### src/rtl/lectura_rtc_if.sv
// rtl/lectura_rtc_if.sv - multiplexed address/data bus between the read sequencer and the RTC chip
interface lectura_rtc_if;
   logic [7:0] ad_in;
   logic [7:0] ad_out;
   logic       ad_oe;
   logic       cs_n;
   logic       ad_n;
   logic       wr_n;
   logic       rd_n;

   modport master (
      input  ad_in,
      output ad_out,
      output ad_oe,
      output cs_n,
      output ad_n,
      output wr_n,
      output rd_n
   );

   modport slave (
      output ad_in,
      input  ad_out,
      input  ad_oe,
      input  cs_n,
      input  ad_n,
      input  wr_n,
      input  rd_n
   );
endinterface

### src/rtl/lectura_rtc.sv
// rtl/lectura_rtc.sv - RTC read-burst sequencer with register bank; optional BCD check via LECTURA_RTC_BCD_CHECK_EN
module lectura_rtc #(
   parameter int         T_PULSE  = 4,
   parameter int         T_GAP    = 2,
   parameter int         N_REGS   = 9,
   parameter logic [7:0] REG_BASE = 8'h21
) (
   input  logic          clk,
   input  logic          rst,
   input  logic          start,
   lectura_rtc_if.master bus,
   output logic          busy,
   output logic          done,
   input  logic [3:0]    rd_addr,
   output logic [7:0]    rd_data,
   output logic          bcd_err
);
   // A zero-length strobe or gap would collapse the bus protocol, so it is stretched to one cycle.
   localparam int          TP       = (T_PULSE < 1) ? 1 : T_PULSE;
   localparam int          TG       = (T_GAP < 1) ? 1 : T_GAP;
   localparam logic [15:0] TP_LOAD  = 16'(TP - 1);
   localparam logic [15:0] TG_LOAD  = 16'(TG - 1);
   localparam logic [3:0]  LAST_IDX = 4'(N_REGS - 1);
   localparam logic [4:0]  N_REGS_W = 5'(N_REGS);

   typedef enum logic [2:0] {
      IDLE,
      ADDR_STB,
      ADDR_GAP,
      DATA_STB,
      DATA_GAP,
      DONE
   } state_t;

   state_t      state;
   logic [15:0] phase_cnt;
   logic [3:0]  idx;
   logic [3:0]  idx_next;
   logic [7:0]  bank [16];
   logic [7:0]  cap_byte;

   assign idx_next = idx + 4'd1;

`ifdef LECTURA_RTC_BCD_CHECK_EN
   logic cap_bad;

   // Non-BCD bytes are replaced by zero so the display never shows a garbage digit.
   assign cap_bad  = (bus.ad_in[7:4] > 4'd9) || (bus.ad_in[3:0] > 4'd9);
   assign cap_byte = cap_bad ? 8'h00 : bus.ad_in;
`else
   assign cap_byte = bus.ad_in;
   assign bcd_err  = 1'b0;
`endif

   // Burst sequencer: phase counter reloads on every state entry, bus outputs are registered with the state.
   always_ff @(posedge clk or negedge rst) begin
      if (!rst) begin
         state      <= IDLE;
         phase_cnt  <= 16'd0;
         idx        <= 4'd0;
         busy       <= 1'b0;
         done       <= 1'b0;
         bus.cs_n   <= 1'b1;
         bus.ad_n   <= 1'b1;
         bus.wr_n   <= 1'b1;
         bus.rd_n   <= 1'b1;
         bus.ad_oe  <= 1'b0;
         bus.ad_out <= 8'h00;
         for (int i = 0; i < 16; i++) begin
            bank[i] <= 8'h00;
         end
`ifdef LECTURA_RTC_BCD_CHECK_EN
         bcd_err    <= 1'b0;
`endif
      end else begin
         done <= 1'b0;
         case (state)
            IDLE: begin
               if (start) begin
                  state      <= ADDR_STB;
                  phase_cnt  <= TP_LOAD;
                  idx        <= 4'd0;
                  busy       <= 1'b1;
                  bus.cs_n   <= 1'b0;
                  bus.ad_n   <= 1'b0;
                  bus.wr_n   <= 1'b0;
                  bus.ad_oe  <= 1'b1;
                  bus.ad_out <= REG_BASE;
`ifdef LECTURA_RTC_BCD_CHECK_EN
                  bcd_err    <= 1'b0;
`endif
               end
            end
            ADDR_STB: begin
               if (phase_cnt != 16'd0) begin
                  phase_cnt <= phase_cnt - 16'd1;
               end else begin
                  state      <= ADDR_GAP;
                  phase_cnt  <= TG_LOAD;
                  bus.cs_n   <= 1'b1;
                  bus.ad_n   <= 1'b1;
                  bus.wr_n   <= 1'b1;
                  bus.ad_oe  <= 1'b0;
                  bus.ad_out <= 8'h00;
               end
            end
            ADDR_GAP: begin
               if (phase_cnt != 16'd0) begin
                  phase_cnt <= phase_cnt - 16'd1;
               end else begin
                  state     <= DATA_STB;
                  phase_cnt <= TP_LOAD;
                  bus.cs_n  <= 1'b0;
                  bus.ad_n  <= 1'b1;
                  bus.rd_n  <= 1'b0;
               end
            end
            DATA_STB: begin
               if (phase_cnt != 16'd0) begin
                  phase_cnt <= phase_cnt - 16'd1;
               end else begin
                  // Sample the RTC on the edge that closes the read strobe.
                  bank[idx] <= cap_byte;
`ifdef LECTURA_RTC_BCD_CHECK_EN
                  if (cap_bad) begin
                     bcd_err <= 1'b1;
                  end
`endif
                  state     <= DATA_GAP;
                  phase_cnt <= TG_LOAD;
                  bus.cs_n  <= 1'b1;
                  bus.rd_n  <= 1'b1;
               end
            end
            DATA_GAP: begin
               if (phase_cnt != 16'd0) begin
                  phase_cnt <= phase_cnt - 16'd1;
               end else if (idx == LAST_IDX) begin
                  state <= DONE;
                  done  <= 1'b1;
               end else begin
                  state      <= ADDR_STB;
                  phase_cnt  <= TP_LOAD;
                  idx        <= idx_next;
                  bus.cs_n   <= 1'b0;
                  bus.ad_n   <= 1'b0;
                  bus.wr_n   <= 1'b0;
                  bus.ad_oe  <= 1'b1;
                  bus.ad_out <= REG_BASE + {4'b0000, idx_next};
               end
            end
            DONE: begin
               state <= IDLE;
               busy  <= 1'b0;
            end
            default: begin
               state <= IDLE;
               busy  <= 1'b0;
            end
         endcase
      end
   end

   // Bank read port; indexes past the burst length read as zero.
   always_comb begin
      rd_data = 8'h00;
      if ({1'b0, rd_addr} < N_REGS_W) begin
         rd_data = bank[rd_addr];
      end
   end
endmodule

### src/flat_wrapper.sv
// flat-port wrapper written by rule: the top's interface ports become plain ports
module lectura_rtc_flat 
#(
   parameter int         T_PULSE  = 4,
   parameter int         T_GAP    = 2,
   parameter int         N_REGS   = 9,
   parameter logic [7:0] REG_BASE = 8'h21
)
  (clk, rst, start, busy, done, rd_addr, rd_data, bcd_err, bus_ad_in, bus_ad_out, bus_ad_oe, bus_cs_n, bus_ad_n, bus_wr_n, bus_rd_n);
  lectura_rtc_if bus_i ();
  input  logic clk;
  input  logic rst;
  input  logic start;
  output logic busy;
  output logic done;
  input  logic [3:0] rd_addr;
  output logic [7:0] rd_data;
  output logic bcd_err;
  input wire logic [$bits(bus_i.ad_in)-1:0] bus_ad_in;
  output wire logic [$bits(bus_i.ad_out)-1:0] bus_ad_out;
  output wire logic [$bits(bus_i.ad_oe)-1:0] bus_ad_oe;
  output wire logic [$bits(bus_i.cs_n)-1:0] bus_cs_n;
  output wire logic [$bits(bus_i.ad_n)-1:0] bus_ad_n;
  output wire logic [$bits(bus_i.wr_n)-1:0] bus_wr_n;
  output wire logic [$bits(bus_i.rd_n)-1:0] bus_rd_n;
  assign bus_i.ad_in = bus_ad_in;
  assign bus_ad_out = bus_i.ad_out;
  assign bus_ad_oe = bus_i.ad_oe;
  assign bus_cs_n = bus_i.cs_n;
  assign bus_ad_n = bus_i.ad_n;
  assign bus_wr_n = bus_i.wr_n;
  assign bus_rd_n = bus_i.rd_n;
  lectura_rtc #(.T_PULSE(T_PULSE), .T_GAP(T_GAP), .N_REGS(N_REGS), .REG_BASE(REG_BASE)) u_core (.clk(clk), .rst(rst), .start(start), .bus(bus_i), .busy(busy), .done(done), .rd_addr(rd_addr), .rd_data(rd_data), .bcd_err(bcd_err));
endmodule
### config.mk
export PLATFORM = sky130hd
export DESIGN_NAME = lectura_rtc_flat
export DESIGN_NICKNAME = d
export VERILOG_FILES = /design/src/rtl/lectura_rtc_if.sv /design/src/rtl/lectura_rtc.sv /design/src/flat_wrapper.sv
export SDC_FILE = /design/constraint.sdc
export NUM_CORES = 1
export LEC_CHECK = 0
export ABC_AREA = 1
export BUFFER_PORTS_ARGS = -buffer_cell sky130_fd_sc_hd__buf_2
export CAP_MARGIN = 10
export CORE_MARGIN = 1.5
export CORE_UTILIZATION = 41
export DETAILED_ROUTE_END_ITERATION = 10
export PLACE_DENSITY = 0.68
export SLEW_MARGIN = 20
export SYNTH_ARGS = -nofsm -noshare
export SYNTH_HDL_FRONTEND = slang
export SYNTH_SLANG_ARGS = --single-unit
### constraint.sdc
create_clock -name clk -period 2.3 [get_ports clk]
set_input_delay 0.115 -clock clk [delete_from_list [all_inputs] [get_ports clk]]
set_output_delay 0.115 -clock clk [all_outputs]
set_load 0.005 [all_outputs]
Word level (Yosys, flattened, before mapping)
Index checks and enable logic that the tools add are counted.
{"block": "word_totals", "output_inout_bits": 24, "inputBits": 15, "ff_bits": 166, "wordCells": 118}
{"block": "op_classes", "add_sub_neg": 3, "n_eq_ne": 14, "mux": 46, "magnitude_cmp": 4, "reduce_logical": 20, "n_bitwise": 4}
{"cell": "$bwmux 128", "n": 1}
{"cell": "$mux 16", "n": 5}
{"cell": "$mux 8", "n": 8}
{"cell": "$pmux 16 s4", "n": 1}
{"cell": "$bmux 8 s4", "n": 1}
{"cell": "$demux 8 s4", "n": 1}
{"cell": "$pmux 8 s3", "n": 1}
{"cell": "$mux 3", "n": 6}
{"cell": "$ne 2x2->1 const B", "n": 8}
{"cell": "$reduce_bool 16->1", "n": 1}
{"cell": "$sub 16x1->16 const B", "n": 1}
{"cell": "$pmux 3 s5", "n": 1}
{"cell": "$reduce_and 5->1", "n": 3}
{"cell": "$mux 4", "n": 3}
{"cell": "$mux 1", "n": 11}
{"cell": "$ge 5x5->1 const B", "n": 2}
{"cell": "$not 4->5", "n": 2}
{"cell": "$pmux 1 s3", "n": 3}
{"cell": "$pmux 4 s2", "n": 1}
{"cell": "$add 6x4->7 const A", "n": 1}
{"cell": "$eq 3x2->1 const B", "n": 2}
{"cell": "$reduce_and 3->1", "n": 2}
{"cell": "$reduce_and 6->1", "n": 1}
{"cell": "$reduce_bool 3->1", "n": 2}
{"cell": "18 further kinds", "n": 23}

Longest topological paths before layout
Gate-level depths: netlist (run 1).
{"block": "logic_depth", "ltp_word": 6, "ltp_mapped": 11, "mapped_depth_nobuf": 11}

Least setup slack after synthesis (run 1)
OpenSTA, ideal clock, no wires.
{"block": "synth_timing", "path_type": "register -> register", "startpoint": "register u_core.phase_cnt[0]", "endpoint": "register u_core.bank[95] (netlist name)", "synth_period_minus_slack_ns": 1.761, "arrival_ns": 1.630, "path_stages_with_launch": 11, "n_path_buf": 1, "setup_slack_ns": 0.539, "required_ns": 2.169, "setup_time_ns": 0.131, "path_cell_list": "dfrtp_1 inv_1 ha_1 nand2_2 nor2_4 nand2_2 nor2_4 nand2_1 buf_2 nand2_1 o21ai_0"}
{"block": "synth_between", "elab_chain_cells": 3}
{"item": "start: declaration", "line": "lectura_rtc.sv:36", "source": "logic [15:0] phase_cnt;"}
{"item": "start signal: assignment", "line": "lectura_rtc.sv:96", "source": "phase_cnt <= phase_cnt - 16'd1;"}
{"item": "start signal: assignment", "line": "lectura_rtc.sv:109", "source": "phase_cnt <= phase_cnt - 16'd1;"}
{"item": "start signal: assignment", "line": "lectura_rtc.sv:120", "source": "phase_cnt <= phase_cnt - 16'd1;"}
{"item": "$reduce_bool 16->1", "line": "lectura_rtc.sv:119", "source": "if (phase_cnt != 16'd0) begin"}
{"item": "$not 1->1 (no source line)"}
{"item": "$reduce_and 2->1 (no source line)"}
{"item": "end signal: indexed assignment", "line": "lectura_rtc.sv:123", "source": "bank[idx] <= cap_byte;"}
{"item": "end: declaration", "line": "lectura_rtc.sv:39", "source": "logic [7:0] bank [16];"}
Every way passes these cells.
A chain may end at the register's enable or synchronous reset.

Worst setup path in the final report (run 1)
{"block": "layout_timing", "startpoint": "register u_core.phase_cnt[0]", "endpoint": "register u_core.bank[87] (netlist name)"}
Same word-level chain as after synthesis.

==> results of run 1 <==
## through the flow
| step | hold WS, ns | utilization, % |
|---|---|---|
| after floorplan | -0.181 | - |
| final | 0.0371 | 46.6 |
| after detailed placement | 0.214 | 44.3 |
| after global placement | 0.204 | 44.3 |
| after global routing | 0.0362 | 46.6 |
| after CTS | 0.0226 | 46.6 |
## layer usage
metal | track usage [%] | vias to the layer above | part of all wire, %
li1 | - | 2430 | -
met1 | 27.8 | 2310 | 48
met2 | 31.4 | 131 | 46
met3 | 5.13 | 10 | 5.1
met4 | 4.61 | 0 | 0.92
met5 | 0 | - | 0
## critical path, stage by stage, from the launching register on
cell	delay, ns
dfrtp_1	0.36
inv_1	0.13
ha_1	0.26
nand2_2	0.14
nor2_4	0.14
nand2_2	0.08
nor2_4	0.14
nand2_1	0.37
nand2_1	0.16
o21ai_0	0.09
## power by group through the flow
| stage | sequential [mW] | combinational [mW] | clock [mW] |
|---|---|---|---|
| 2_1_floorplan | 1.94 | 0.0838 | 0 |
| 3_3_place_gp | 1.93 | 0.184 | 0 |
| 3_5_place_dp | 1.93 | 0.185 | 0 |
| 4_1_cts | 1.90 | 0.187 | 1.58 |
| 5_1_grt | 1.90 | 0.208 | 1.65 |
| 6_report | 1.90 | 0.185 | 1.54 |
## timing repair
item / 4_1_cts / 5_1_grt
buffers inserted: 0 / 0
gates resized for setup: 0 / 2
hold buffers: 1 / 0
setup endpoints to repair: 0 / 6
endpoints found under the hold margin: 51 / 0
## Yosys cell counts (all sizes together), types with 2 or more instances
cell type    n  area share (%)
nand2      212              15
o21ai      125              11
dfrtp      104              47
nor2        79             5.7
inv         60             4.0
nand3       42             3.8
clkbuf      22             1.5
nand4       21             2.3
buf         15             2.2
o22ai       15             1.7
a21oi       11            0.98
ha           6             1.3
dfstp        4             1.9
o211ai       3            0.40
nor3         2            0.18
o2111ai      2            0.31
or2          2            0.22
xor2         2            0.31
## worst max-delay path by stage
stage / startpoint / end / slack, ns
floorplan: u_core.phase_cnt[0]$_DFFE_PN0P_ / u_core.bank[95]$_DFFE_PN0P_ / 0.54
global placement: u_core.phase_cnt[0]$_DFFE_PN0P_ / u_core.bank[82]$_DFFE_PN0P_ / 0.35
detailed placement: u_core.phase_cnt[0]$_DFFE_PN0P_ / u_core.idx[3]$_DFFE_PN0P_ / 0.27
CTS: u_core.phase_cnt[0]$_DFFE_PN0P_ / u_core.idx[3]$_DFFE_PN0P_ / 0.25
global route: u_core.phase_cnt[0]$_DFFE_PN0P_ / u_core.idx[2]$_DFFE_PN0P_ / -0.002
finish: u_core.phase_cnt[0]$_DFFE_PN0P_ / u_core.bank[87]$_DFFE_PN0P_ / 0.29
## cell families (layout without fill, tap and decap cells)
| family | Yosys count | in the layout | synth area share (%) |
|---|---|---|---|
| compound gates | 157 | 157 | 14.9 |
| xor+xnor | 3 | 3 | 0.470 |
| fa+ha+maj | 6 | 6 | 1.34 |
| buf+inv | 98 | 123 | 7.76 |
| flops | 108 | 108 | 48.4 |
| other cells | 1 | 3 | 0.0670 |
| simple gates | 358 | 358 | 27.1 |
## layout make-up
type	count	area (um2)	area share, %
clock buffers	10	239	3.86
clock inverters	6	57.6	0.929
inverters	61	229	3.70
multi-input cells	527	2470	39.8
flip-flops and latches	108	2710	43.7
well taps	176	220	3.55
repair buffers	46	275	4.44
## flip-flops by register name (all words and copies together) (netlist names), 3 cells and up
| name | count |
|---|---|
| u_core.phase_cnt | 16 |
| u_core.idx | 4 |
| u_core.bank | 72 |
| u_core.state | 3 |
| u_core.bus.ad_out | 6 |
==> out/results.txt, run 1 <==
Slew headroom - 52.9%
# IOs - 39
Avg WL per Cell - 14.5 um
CTS Buf Count - 9
Setup CP Type - reg -> reg
P_leak - 2.98 nW
Vias per cell - 5.23
Gr ovfl total - 0
Initial antenna violation count - 0
Post-layout min period - 2.01 ns
Routed WL - 13,500 um
Commonest non-fill, non-tap cell in the layout - nand2_1
Largest net degree at the start of global routing - 54
CTS Buffer Depth - 2
Min-delay src - start
Post-synth EDFFs - 0
First-pass GRT wire length - 22,600 um
RD Place Congestion - 0.837
Critical path arrival - 2.23 ns
Max-Cap Viols - 0
Yosys reg bits - 108
Critical Path Start Type - flip-flop
CTS tree - done
Reg power frac - 52.3%
Port Buf Inserts - 35
Clock skew after layout - 0.00979 ns
Fill cell count - 1,306
Cells after synthesis - 731
Critical R2R Capture - u_core.bank[87]$_DFFE_PN0P_
Antenna-violating nets left - 0
Crit end category - flip-flop
Root Driver - clkbuf_16
Switching share of power - 24.7%
Fin cells - 934
Final-stage net count - 774
Worst Slack Setup Final - 0.293 ns
TNS Setup - 0 ns
Worst-path clk slew - 0.08 ns
Die Area - 0.0144 mm2
Slew Viols, Final - 0
Syn. warnings - 0
All-Layer GR Usage - 19.9%
DRC Markers - 0
Sw Pwr - 897 uW
Status - finished clean
Fmax - 498 MHz
Worst-path fanout max - 16
Die height - 120 um
Reg2reg start - u_core.phase_cnt[0]$_DFFE_PN0P_
Diodes inserted - 0
Worst min path class - in -> reg
HPWL Detailed - 8960 um
Design Area, Final - 0.00620 mm2
Cell area after synthesis - 0.00560 mm2
DP Area - 0.00588 mm2
Final setup fails - 0
Total Power - 3.62 mW
Clock power share - 42.6%
Layout cell share with drive strength beyond 1 - 11.1%
CTS H-tree depth - 3
Initial Util - 42.1%
Combinational share of power - 5.1%
Int Pwr - 2.73 mW
FP Rows - 42
First-pass iteration count of the detailed router - 5
Synth unique cells - 31
Actual slew at the worst max-slew pin - 0.707 ns
Async SR Flop Fraction - 100%
Crit path required time - 2.52 ns
Worst ir drop on vdd - 0.000360 V
Area grow syn2layout - 10.7%
Syn Area/Cell - 7.66 um2
Fin. Hold Viols - 0
DR vias - 4,881
Vias in the first global route - 4,487
Core Area - 0.0133 mm2
Dpl ws - 0.271 ns
Hold Path End - u_core.busy$_DFFE_PN0P_
Hold depth - 3
# placed instances - 917
Commonest non-fill, non-tap cells in the layout - 202 x nand2_1, 104 x dfrtp_1, 88 x o21ai_0
Iter 0 DRT Violations - 414
Seq/Total Area, Yosys - 48.4%
Most used DFF post-synth - dfrtp_1
Die W - 120 um
Pwr Density - 585 mW/mm2
R2R Setup Slk - 0.29 ns
Final period util - 87.2%
Clk sinks - 108
Worst r2r path cells - 9
Worst-Skew Late Latency - 0.36 ns
Power figures use the tool's default switching activity.
==> run 2: changes to the inputs <==
==> constraint.sdc (replaced) <==
create_clock -name clk -period 2.5 [get_ports clk]
set_input_delay 0.125 -clock clk [delete_from_list [all_inputs] [get_ports clk]]
set_output_delay 0.125 -clock clk [all_outputs]
set_load 0.005 [all_outputs]
==> out/results.txt, run 2 (synthesis gave the netlist of run 1 again) <==
CTS Buf Count - 9 (unchanged)
Worst min path class - in -> reg
Slew Viols, Final - 0 (unchanged)
Post-layout min period - 2.21 ns (+0.201 ns)
Reg power frac - 53.4% (+1.1 points)
Worst r2r path cells - 9 (unchanged)
Hold depth - 3 (unchanged)
Routed length on met1 - 6560 um (+1.2%)
First-pass iteration count of the detailed router - 5 (unchanged)
Actual slew at the worst max-slew pin - 0.571 ns (-0.136 ns)
Area grow syn2layout - 10.2%
HPWL Detailed - 9070 um (+1.2%)
Layout cell share with drive strength beyond 1 - 10.7% (-0.38 points)
CTS Buffer Depth - 2 (unchanged)
Slew headroom - 61.9% (+9.1 points)
Initial Util - 42.1% (unchanged)
Pwr Density - 531 mW/mm2 (-9.3%)
Worst-path clk slew - 0.07 ns (about the same)
Die W - 120 um (unchanged)
Crit path required time - 2.71 ns (+0.19 ns)
RD Place Congestion - 0.802 (-4.2%)
Top layer in use - met4
Max reg flops - 72 (unchanged)
Initial antenna violation count - 0 (unchanged)
Critical path arrival - 2.42 ns (+0.19 ns)
Routed WL - 13,600 um (+0.33%)
First-pass GRT wire length - 22,700 um (about the same)
# placed instances - 916 (-0.11%)
RSZ-0062 raised after global routing - no
CTS tree - done
Vias per cell - 5.17 (-1.0%)
# IOs - 39 (unchanged)
Sw Pwr - 776 uW (-13%)
Final setup fails - 0 (unchanged)
Switching share of power - 23.7% (-1.0 points)
Setup CP Type - reg -> reg
Diodes inserted - 0 (unchanged)
Biggest register - u_core.bank
CTS H-tree depth - 3 (unchanged)
Port Buf Inserts - 35 (unchanged)
Met2 Routed Length - 6160 um (-1.1%)
DR vias - 4,827 (-1.1%)
Worst-path fanout max - 16 (unchanged)
Critical Path Start Type - flip-flop
Fin. Hold Viols - 0 (unchanged)
FP Rows - 42 (unchanged)
Fmax - 453 MHz (-9.1%)
Final-stage net count - 773 (-0.13%)
Iter 0 DRT Violations - 300 (-28%)
Antenna-violating nets left - 0 (unchanged)
Worst-Skew Late Latency - 0.36 ns (about the same)
Die height - 120 um (unchanged)
Worst ir drop on vdd - 0.000423 V (+17%)
Commonest non-fill, non-tap cells in the layout - 203 x nand2_1, 104 x dfrtp_1, 88 x o21ai_0
Top flop regs - u_core.bank x72, u_core.phase_cnt x16, u_core.bus.ad_out x6
Int Pwr - 2.50 mW (-8.5%)
P_leak - 2.97 nW (-0.25%)
Met3 routed WL - 638 um (-7.1%)
DRC Markers - 0 (unchanged)
Crit end category - flip-flop
Clock power share - 41.4% (-1.2 points)
TNS Setup - 0 ns (unchanged)
All-Layer GR Usage - 20.0% (+0.057 points)
Die Area - 0.0144 mm2 (unchanged)
Avg WL per Cell - 14.5 um (+0.43%)
Final period util - 88.3% (+1.1 points)
Largest net degree at the start of global routing - 48 (-11%)
Root Driver - clkbuf_16
Clock skew after layout - 0.0111 ns (+0.00130 ns)
Clk sinks - 108 (unchanged)
Final hold slack - 0.0536 ns (+0.0166 ns)
Commonest non-fill, non-tap cell in the layout - nand2_1
Fill cell count - 1,322 (+1.2%)
Gr ovfl total - 0 (unchanged)
Status - finished clean
Vias in the first global route - 4,517 (+0.67%)
Core Area - 0.0133 mm2 (unchanged)
Max-Cap Viols - 0 (unchanged)
Combinational share of power - 5.2% (about the same)
Fin cells - 933 (-0.11%)
[run 2: cell types whose count changed in the layout (fill, tap and decap cells not counted)]
cell and change:
clkinvlp_4 -1, buf_4 -1, nand2_1 +1, clkinv_2 +2, nand2_2 -1, clkinv_8 -1
clkbuf_1 +1, clkinv_4 -1
[run 2: area by class of cell]
| class | instances | area, um2 | area share (%) |
|---|---|---|---|
| Timing Repair Buffer | 45 | 268 | 4.34 |
| Clock inverter | 5 | 35.0 | 0.568 |
| Multi-Input combinational cell | 527 | 2460 | 40.0 |
| Tap cell | 176 | 220 | 3.57 |
| Clock buffer | 11 | 243 | 3.94 |
| Sequential cell | 108 | 2710 | 43.9 |
| Inverter | 61 | 229 | 3.71 |
[run 2: critical path: stages (launching register included)]
cell and delay [ns]:
dfrtp_1 0.36, inv_1 0.13, ha_1 0.26, nand2_2 0.14, nor2_4 0.14, nand2_2 0.08, nor2_4 0.29, nand2_1 0.42
nand2_1 0.15, o21ai_0 0.09
[run 2: routing by layer]
| metal | vias up | track usage, % |
|---|---|---|
| li1 | 2432 | - |
| met4 | 0 | 5.88 |
| met2 | 123 | 31.4 |
| met1 | 2254 | 27.8 |
| met5 | - | 0 |
| met3 | 18 | 4.52 |
[run 2: timing repair]
action | in CTS | in global routing
gates resized for setup | 0 | 1
endpoints found under the setup margin | 0 | 5
hold buffers | 1 | 0
endpoints found under the hold margin | 41 | 0
setup buffers | 0 | 0
[run 2: through the flow]
step	setup WS, ns	instance area [um2]	utilization [%]	total power [mW]
5_1_grt	0.00555	6170	46.4	3.39
3_5_place_dp	0.258	5880	44.2	1.95
3_3_place_gp	0.331	5880	44.2	1.95
2_1_floorplan	0.739	5600	-	1.86
4_1_cts	0.213	6160	46.4	3.31
6_report	0.292	6170	46.4	3.27
[run 2: power by group through the flow]
| stage | clock (mW) | combinational [mW] | sequential, mW |
|---|---|---|---|
| after floorplan | 0 | 0.0771 | 1.78 |
| after global routing | 1.46 | 0.192 | 1.75 |
| after detailed placement | 0 | 0.171 | 1.78 |
| after global placement | 0 | 0.170 | 1.78 |
| after CTS | 1.39 | 0.173 | 1.75 |
| final | 1.36 | 0.170 | 1.75 |
[run 2: worst paths after layout]
| kind | slack (ns) | endpoint | start |
|---|---|---|---|
| worst max-delay path | 0.29 | u_core.bank[89]$_DFFE_PN0P_ | u_core.phase_cnt[0]$_DFFE_PN0P_ |
| worst min-delay path | 0.05 | u_core.busy$_DFFE_PN0P_ | start |
| worst max register to register | 0.29 | u_core.bank[89]$_DFFE_PN0P_ | u_core.phase_cnt[0]$_DFFE_PN0P_ |
| worst min register to register | 0.47 | u_core.bus.ad_n$_DFFE_PN1P_ | u_core.bus.ad_n$_DFFE_PN1P_ |
| max in group asynchronous | 1.44 | u_core.bus.rd_n$_DFFE_PN1P_ | rst |
| min in group asynchronous | 0.30 | u_core.bank[105]$_DFFE_PN0P_ | rst |
==> run 3: changes to the inputs <==
--- a/config.mk
+++ b/config.mk
@@ -12,6 +12,7 @@
 export CORE_UTILIZATION = 41
 export DETAILED_ROUTE_END_ITERATION = 10
 export PLACE_DENSITY = 0.68
+export REMOVE_ABC_BUFFERS = 1
 export SLEW_MARGIN = 20
 export SYNTH_ARGS = -nofsm -noshare
 export SYNTH_HDL_FRONTEND = slang
==> out/results.txt, run 3 (synthesis gave the netlist of run 1 again) <==
Area grow syn2layout - 10.6%
Largest net degree at the start of global routing - 109 (+130%)
Gr ovfl total - 0 (unchanged)
Critical Path Start Type - flip-flop
Iter 0 DRT Violations - 368 (+23%)
Crit end category - flip-flop
Routed WL - 12,900 um (-5.2%)
First-pass GRT wire length - 21,800 um (-3.7%)
Antenna-violating nets left - 0 (unchanged)
Root Driver - clkbuf_16
# IOs - 39 (unchanged)
Crit path required time - 2.72 ns (about the same)
P_leak - 2.98 nW (+0.33%)
Max reg flops - 72 (unchanged)
Top flop regs - u_core.bank x72, u_core.phase_cnt x16, u_core.bus.ad_out x6
Max-Cap Viols - 0 (unchanged)
Worst min path class - in -> reg
Actual slew at the worst max-slew pin - 0.583 ns (+0.0116 ns)
# placed instances - 914 (-0.22%)
Initial Util - 42.1% (unchanged)
Fin. Hold Viols - 0 (unchanged)
Status - finished clean
Worst-path clk slew - 0.07 ns (about the same)
Die W - 120 um (unchanged)
Slew headroom - 61.2% (-0.77 points)
Clk sinks - 108 (unchanged)
Fin util - 46.6% (+0.19 points)
Worst-Skew Late Latency - 0.35 ns (about the same)
Final-stage net count - 771 (-0.26%)
Worst-path fanout max - 16 (unchanged)
# Post-CTS Setup Buffers - 0 (unchanged)
Die Area - 0.0144 mm2 (unchanged)
RD Place Congestion - 0.808 (+0.76%)
Fmax - 456 MHz (+0.68%)
Layout cell share with drive strength beyond 1 - 10.2% (-0.50 points)
CTS Buffer Depth - 2 (unchanged)
RSZ-0062 raised after global routing - no
Post-layout min period - 2.19 ns (-0.0150 ns)
Critical path arrival - 2.41 ns (about the same)
First-pass iteration count of the detailed router - 5 (unchanged)
CTS tree - done
HPWL Detailed - 8420 um (-7.1%)
CTS H-tree depth - 3 (unchanged)
DRC Markers - 0 (unchanged)
Vias per cell - 5.17 (-0.16%)
Core Area - 0.0133 mm2 (unchanged)
Commonest non-fill, non-tap cells in the layout - 204 x nand2_1, 104 x dfrtp_1, 88 x o21ai_0
Clock skew after layout - 0.00736 ns (-0.00373 ns)
Final period util - 87.7% (-0.60 points)
Fin cells - 931 (-0.21%)
All-Layer GR Usage - 19.0% (-1.0 points)
Initial antenna violation count - 0 (unchanged)
Diodes inserted - 0 (unchanged)
Final setup fails - 0 (unchanged)
Commonest non-fill, non-tap cell in the layout - nand2_1
Worst ir drop on vdd - 0.000303 V (-28%)
Setup CP Type - reg -> reg
Vias in the first global route - 4,506 (-0.24%)
Avg WL per Cell - 13.8 um (-5.0%)
Pwr Density - 557 mW/mm2 (+4.9%)
Biggest register - u_core.bank
CTS Buf Count - 9 (unchanged)
DR vias - 4,809 (-0.37%)
TNS Setup - 0 ns (unchanged)
Die height - 120 um (unchanged)
FP Rows - 42 (unchanged)
Slew Viols, Final - 0 (unchanged)
Port Buf Inserts - 35 (unchanged)
==> run 3: timing repair <==
item | 4_1_cts | 5_1_grt
hold buffers | 1 | 0
endpoints found under the hold margin | 104 | 0
gates resized for setup | 0 | 0
==> run 3: final timing paths <==
kind / start / end / slack [ns] / cells after the start
setup / recovery: u_core.phase_cnt[0]$_DFFE_PN0P_ / u_core.bank[87]$_DFFE_PN0P_ / 0.31 / 9
hold / removal: start / u_core.busy$_DFFE_PN0P_ / 0.06 / 3
setup reg to reg: u_core.phase_cnt[0]$_DFFE_PN0P_ / u_core.bank[87]$_DFFE_PN0P_ / 0.31 / 9
hold reg to reg: u_core.bus.ad_n$_DFFE_PN1P_ / u_core.bus.ad_n$_DFFE_PN1P_ / 0.46 / 2
max in group asynchronous: rst / u_core.bank[58]$_DFFE_PN0P_ / 1.68 / 3
min in group asynchronous: rst / u_core.bank[104]$_DFFE_PN0P_ / 0.38 / 3
==> run 3: through the flow <==
step                      area [um2]  worst slack, ns  power, mW  hold slack, ns
after floorplan                 5400            0.438       1.84          -0.171
after global placement          5860            0.410       1.94           0.252
after detailed placement        5860            0.331       1.94           0.249
after CTS                       6190            0.293       3.49          0.0320
after global routing            6190           0.0747       3.56          0.0517
final                           6190            0.307       3.45          0.0567
==> run 3: layer usage <==
layer	part of all wire [%]	wire length (um)	track usage, %	vias up
met4	0.75	96	5.06	0
met2	47	5980	31.0	111
met1	48	6140	25.6	2265
met3	4.9	631	4.18	14
li1	-	-	-	2419
met5	0	0	0	-
==> run 3: cell type report <==
type	count	area (um2)
Fill cell	1347	7100
Sequential cell	108	2710
Multi-Input combinational cell	527	2460
Timing Repair Buffer	43	253
Clock buffer	12	246
Inverter	61	229
Tap cell	176	220
Clock inverter	4	73.8
==> run 3: worst max-delay path, cell delays in order, from the launching register on <==
cell and delay (ns):
dfrtp_1 0.36, inv_1 0.12, ha_1 0.26, nand2_2 0.14, nor2_4 0.14, nand2_2 0.08
nor2_4 0.29, nand2_1 0.42, nand2_1 0.17, o21ai_0 0.09
==> run 3: power by group <==
part | switching [mW] | total (mW) | internal, mW | leakage, nW
clock network | 0.630 | 1.54 | 0.906 | 0.157
registers | 0 | 1.75 | 1.75 | 1.03
logic | 0.122 | 0.164 | 0.0413 | 1.79
total | 0.752 | 3.45 | 2.69 | 2.98
